<file path="src/rtl/fb_sram_arbiter.sv">
// rtl/fb_sram_arbiter.sv - framebuffer SRAM arbiter: VGA absolute priority, rasterizer/CPU round-robin
module fb_sram_arbiter #(
    parameter int ADDR_WIDTH = 15,
    parameter int DATA_WIDTH = 3
) (
    input  logic                  clk,
    input  logic                  n_rst_async,
    input  logic                  vga_req,
    input  logic [ADDR_WIDTH-1:0] vga_addr,
    output logic [DATA_WIDTH-1:0] vga_rdata,
    output logic                  vga_rvalid,
    input  logic                  rast_req,
    input  logic [ADDR_WIDTH-1:0] rast_addr,
    input  logic [DATA_WIDTH-1:0] rast_wdata,
    output logic                  rast_gnt,
    input  logic                  cpu_req,
    input  logic                  cpu_we,
    input  logic [ADDR_WIDTH-1:0] cpu_addr,
    input  logic [DATA_WIDTH-1:0] cpu_wdata,
    output logic                  cpu_gnt,
    output logic [DATA_WIDTH-1:0] cpu_rdata,
    output logic                  cpu_rvalid,
    output logic [ADDR_WIDTH-1:0] sram_addr,
    output logic                  sram_we,
    output logic [DATA_WIDTH-1:0] sram_wdata,
    input  logic [DATA_WIDTH-1:0] sram_rdata
);

    typedef enum logic {
        PREF_RAST = 1'b0,
        PREF_CPU  = 1'b1
    } pref_t;

    pref_t                 rr_pref;
    logic                  tag_vga;
    logic                  tag_cpu;
    logic [DATA_WIDTH-1:0] vga_rdata_q;
    logic [DATA_WIDTH-1:0] cpu_rdata_q;
    logic                  sel_rast;
    logic                  sel_cpu;

    // VGA pre-empts everything; the round-robin preference only matters on a tie.
    always_comb begin
        sel_rast = 1'b0;
        sel_cpu  = 1'b0;
        if (!vga_req) begin
            if (rast_req && cpu_req) begin
                sel_cpu  = (rr_pref == PREF_CPU);
                sel_rast = (rr_pref == PREF_RAST);
            end else begin
                sel_rast = rast_req;
                sel_cpu  = cpu_req;
            end
        end
    end

    assign rast_gnt = sel_rast;
    assign cpu_gnt  = sel_cpu;

    always_comb begin
        sram_addr  = '0;
        sram_we    = 1'b0;
        sram_wdata = '0;
        if (vga_req) begin
            sram_addr = vga_addr;
        end else if (sel_rast) begin
            sram_addr  = rast_addr;
            sram_we    = 1'b1;
            sram_wdata = rast_wdata;
        end else if (sel_cpu) begin
            sram_addr  = cpu_addr;
            sram_we    = cpu_we;
            sram_wdata = cpu_we ? cpu_wdata : '0;
        end
    end

    always_ff @(posedge clk or negedge n_rst_async) begin
        if (!n_rst_async) begin
            rr_pref     <= PREF_CPU;
            tag_vga     <= 1'b0;
            tag_cpu     <= 1'b0;
            vga_rdata_q <= '0;
            cpu_rdata_q <= '0;
        end else begin
            if (sel_rast) begin
                rr_pref <= PREF_CPU;
            end else if (sel_cpu) begin
                rr_pref <= PREF_RAST;
            end
            tag_vga <= vga_req;
            tag_cpu <= sel_cpu && !cpu_we;
            if (tag_vga) begin
                vga_rdata_q <= sram_rdata;
            end
            if (tag_cpu) begin
                cpu_rdata_q <= sram_rdata;
            end
        end
    end

    // SRAM data arrives one cycle after the address, so the tag steers it straight through.
    assign vga_rvalid = tag_vga;
    assign cpu_rvalid = tag_cpu;
    assign vga_rdata  = tag_vga ? sram_rdata : vga_rdata_q;
    assign cpu_rdata  = tag_cpu ? sram_rdata : cpu_rdata_q;

endmodule

</file>
<file path="config.mk">
export PLATFORM = sky130hd
export DESIGN_NAME = fb_sram_arbiter
export DESIGN_NICKNAME = d
export VERILOG_FILES = /design/src/rtl/fb_sram_arbiter.sv
export SDC_FILE = /design/constraint.sdc
export NUM_CORES = 1
export LEC_CHECK = 0
export CELL_PAD_IN_SITES_DETAIL_PLACEMENT = 1
export CELL_PAD_IN_SITES_GLOBAL_PLACEMENT = 1
export CORE_MARGIN = 10
export CORE_UTILIZATION = 14
export CTS_CLUSTER_DIAMETER = 200
export DETAILED_ROUTE_END_ITERATION = 16
export HOLD_SLACK_MARGIN = 0.08
export PLACE_DENSITY = 0.81
export REMOVE_ABC_BUFFERS = 1
export SETUP_SLACK_MARGIN = 0.3
export SLEW_MARGIN = 0
export SYNTH_ARGS = -nofsm -noshare
export SYNTH_HDL_FRONTEND = slang
export SYNTH_SLANG_ARGS = --single-unit
</file>
<file path="constraint.sdc">
create_clock -name clk -period 1.3 [get_ports clk]
set_input_delay 0.195 -clock clk [delete_from_list [all_inputs] [get_ports clk]]
set_output_delay 0.195 -clock clk [all_outputs]
set_load 0.01 [all_outputs]
</file>
# Word level (Yosys, flattened, before mapping)

Index checks and enable logic that the tools add are counted.

Register bits after elaboration: 9
Memories kept: 0
RAM bits: 0
Bits of input ports: 60
Output and inout bits: 29
Bits in latches: 0
Logic and storage cells: 28
Memory bits (read-only): 0

Bitwise logic cells: 1
Multipliers: 0
Multiplexer cells: 18
Equality and inequality tests: 0
Div/mod/pow operators: 0
Reduce and logical (&&, ||, !) cells: 4
Order comparisons: 0
Add/subtract/negate cells: 0
Shift operators: 0

Operators by type and width:

| cell               | count |
|---|---|
| 15-bit two-way mux | 3 |
| 3-bit two-way mux  | 6 |
| 1-bit two-way mux  | 9 |
| 1-bit logical AND  | 2 |
| 2-bit nonzero test | 1 |
| 1-bit logical NOT  | 1 |
| 1-bit NOT          | 1 |

# Logic depth before layout (Yosys ltp)

Depth after elaboration: 6
Depth in mapped cells: 4
Mapped depth without buffers: 3

# Least setup slack after synthesis

Ideal clock, no wire load.

Path kind: register to output
Start point: register rr_pref
End point: output port sram_wdata[0]
Path buffers: 1
Path slack: -19 ps
Cell stages (with the launch flop): 5
Required time: 1,105 ps
Arrival time: 1,124 ps
Cell sequence: dfstp_2 -> inv_1 -> a21oi_2 -> buf_4 -> a32o_1

Longest elaborated chain between the ends: 5
Elaborated cells on any way between the ends: 8
Those cells by class: mux (7); bitwise (1)

Ends and longest elaborated chain:

| item                   | RTL line | text |
|---|---|---|
| from (decl)            | 34       | `pref_t rr_pref;` |
| from (signal assigned) | 79       | `rr_pref <= PREF_CPU;` |
| from (signal assigned) | 86       | `rr_pref <= PREF_CPU;` |
| from (signal assigned) | 88       | `rr_pref <= PREF_RAST;` |
| 1-bit two-way mux      | 47       | `if (rast_req && cpu_req) begin` |
| 1-bit two-way mux      | 46       | `if (!vga_req) begin` |
| named net cpu_gnt      | 20       | `output logic cpu_gnt,` |
| 3-bit two-way mux      | 70       | `end else if (sel_cpu) begin` |
| 3-bit two-way mux      | 66       | `end else if (sel_rast) begin` |
| 3-bit two-way mux      | 64       | `if (vga_req) begin` |
| to (decl)              | 25       | `output logic [DATA_WIDTH-1:0] sram_wdata,` |

The timed path passes the listed nets, and every way through them passes these cells.

# Worst setup path after layout

Start point: register rr_pref
End point: output port sram_addr[0]

Longest elaborated chain between the ends: 5
Elaborated cells on any way between the ends: 8
Those cells by class: mux (7); bitwise (1)

Ends and longest elaborated chain:

| item                                                    | RTL line | text |
|---|---|---|
| 1-bit two-way mux or 1-bit NOT (tied branches)          | 47, 49   |  |
| 1-bit two-way mux (on tied branches)                    | 46, 47   |  |
| 15-bit two-way mux or 1-bit two-way mux (tied branches) | 70, 46   |  |
| 15-bit two-way mux (*)                                  | 66       |  |
| 15-bit two-way mux (*)                                  | 64       |  |
| to (decl)                                               | 23       | `output logic [ADDR_WIDTH-1:0] sram_addr,` |

Every way passes the cells marked *; elsewhere a longest branch is shown, timed or not.

==> reports/metrics.yaml <==
detailed_routing:
  viasPerCell: 4.388
  drc: 0
  vias: 983
  first_pass_iters: 2
  postRouteAntennaNets: 0
  wl_per_cell_um: 17.47
  wl_um: 3914
  drtIter0Drc: 3
pwr:
  irDropWorstVdd_mv: 0.2563
  p_leak_nw: 0.8195
  pwr_density_cell_nw_per_um2: 764.5
cells_and_area:
  utilization: 0.3885
  final_common_cell: "clkdlybuf4s50_1"
  design_area_um2: 1823
  final_cell_mix: "clkdlybuf4s50_1, buf_6, a221o_1"
  nNetsFinal: 231
  fillCellCount: 536
  multi_input_area_um2: 435.4
  drive_gt1_frac: 0.3882
  regArea_um2: 226.5
  synthToLayoutAreaGrowth_pct: 171.3
  n_antenna_cell: 0
global_route:
  antenna_found_initial: 0
  grt_pass1_vias: 1161
  grt_remaining_overflow: 0
  grt_max_degree: 16
  grt_usage: 0.09414
  grt_pass1_wl_um: 5789
clocking:
  clk_latency_ns: 0.23
  h-tree-depth: 1
  clkTransAtPathRegs_ns: 0.04
  cts_inserted_buffers: 3
  hold_buffers: 0
  cts-root-buf: "clkbuf_8"
  cts_buffer_depth: 2
  cts_tree: "built"
  cts.sinks: 9
critical_path:
  end_kind: "output port"
  start_kind: "flop"
  slowest_stage: "dfstp_2"
  crit_chain: "a21oi_4 -> buf_6 -> a221o_1 -> buf_4"
  crit_type: "flop to output port"
  worst_ep_required_time_ns: 1.11
  crit_arrival_ns: 1.49
  worst_path_dominant_cell_family: "flip-flops"
  critPathMaxStageDelay_ns: 0.58
  crit_buf_inv: 2
  cp_max_fo: 6
floorplanning:
  die_x_um: 89.28
  die_h_um: 89.28
  dieArea_um2: 7970
  rows: 25
  core_um2: 4692
  start_util: 0.1432
  io_pins: 89
sta:
  slew_headroom: 0.7126
  finalCritPeriodShare: 1.295
  setup-tns-final_ns: -8.162
  period_needed_ns: 1.683
  tightest_slew_ns: 0.4298
  slew_violations: 0
  finalWorstSetupSlack_ns: -0.3833
  rsz0062_at_grt: "yes"
  fin_worst_skew_ns: 0.0009548
  hold_viol: 0
  max_freq_mhz: 594.1
  setup_violations: 27
run_status:
  failed_checks: "setup timing"
  status: "finished with violations"
synthesis:
  synthCells: 62
  ys_ff_latch: 9
  seq_area_frac_synth: 0.3371
  yosysWarnings: 0
  syn_area_per_cell_um2: 10.84
  synthDistinctLibCells: 19
  syn_area_um2: 671.9
placement:
  dp_hpwl_um: 3178
  port_buffers: 88
  place_area_um2: 1637
  gp_congestion: 0.6744
worst_hold_path:
  hp-class: "input port to asynchronous set/reset pin"
flow_run:
  maxCapViolCount: 0
[cells in the mapped netlist, drive strengths merged]
master       count  area share
a21o             1       0.011
a21oi            2       0.026
a221o           15        0.22
a32o             3       0.048
and2            15        0.14
buf              4       0.052
dfrtp            8        0.30
dfstp            1       0.039
dlygate4sd1      1       0.013
inv              1      0.0056
mux2             6        0.10
nand2            1      0.0056
nand2b           2       0.019
nor2b            1      0.0093
o21ai            1      0.0074
[registers in the layout, indices dropped and copies added (netlist names)]
signal,cells
cpu_rvalid,1
vga_rdata_q,3
cpu_rdata_q,3
rr_pref,1
vga_rvalid,1
[where the power goes]
part	internal (mW)	leakage (nW)	switching [mW]
Clock	0.213	0.0228	0.108
Sequential	0.328	0.106	0.0223
Combinational	0.470	0.690	0.251
[per-stage QoR]
step                setup WS (ns)  power [mW]  cells  hold WS [ns]
detailed placement        -0.8279      0.9899    207        0.4878
global route              -0.4619       1.476    224        0.2996
finish                    -0.3833       1.394    224        0.2729
CTS                       -0.3914       1.367    221        0.2817
global placement          -0.7889      0.9811    207        0.4817
floorplan                 -0.3321      0.5473     57       -0.1006
[per-layer routing]
layer  vias to the layer above  share of wire  GRT usage
met4                         0          0.015    0.03468
met2                        67           0.48     0.1584
met5                         -              0          0
li1                        460              -          -
met1                       451           0.35    0.09129
met3                         5           0.15    0.06016
[path summary, 6_finish.rpt]
| kind | slack, ns | start | to | depth (start not counted) |
|---|---|---|---|---|
| setup / recovery | -0.38 | rr_pref | sram_addr[0] | 4 |
| max in group asynchronous | 0.70 | n_rst_async | rr_pref | 1 |
| hold / removal | 0.27 | n_rst_async | cpu_rdata_q[1] | 1 |
| setup reg to reg | 0.13 | cpu_rvalid | cpu_rdata_q[2] | 4 |
| hold reg to reg | 0.50 | cpu_rdata_q[0] | cpu_rdata_q[0] | 1 |
| min in group clk | 0.37 | vga_req | vga_rvalid | 2 |
[area by class of cell]
type / instances / area share
Clock buffer: 4 / 0.02471
Inverter: 1 / 0.002059
Multi-Input combinational cell: 47 / 0.2388
Sequential cell: 9 / 0.1242
Tap cell: 54 / 0.03706
Timing Repair Buffer: 109 / 0.5731
[cells by family after synthesis]
| logic type | after synthesis | share of synthesized area |
|---|---|---|
| muxes | 6 | 0.1006 |
| and+or+nand+nor | 19 | 0.1750 |
| buffers and inverters | 6 | 0.07076 |
| DFF | 9 | 0.3371 |
| AOI/OAI and AO/OA | 22 | 0.3166 |
[timing repair]
| item | 4_1_cts | 5_1_grt |
|---|---|---|
| buffers inserted | 8 | 3 |
| gates cloned | 2 | 0 |
| resized for setup | 151 | 6 |
| setup endpoints to repair | 30 | 33 |
| pin swaps | 17 | 1 |
(Power assumes the default switching activity.)
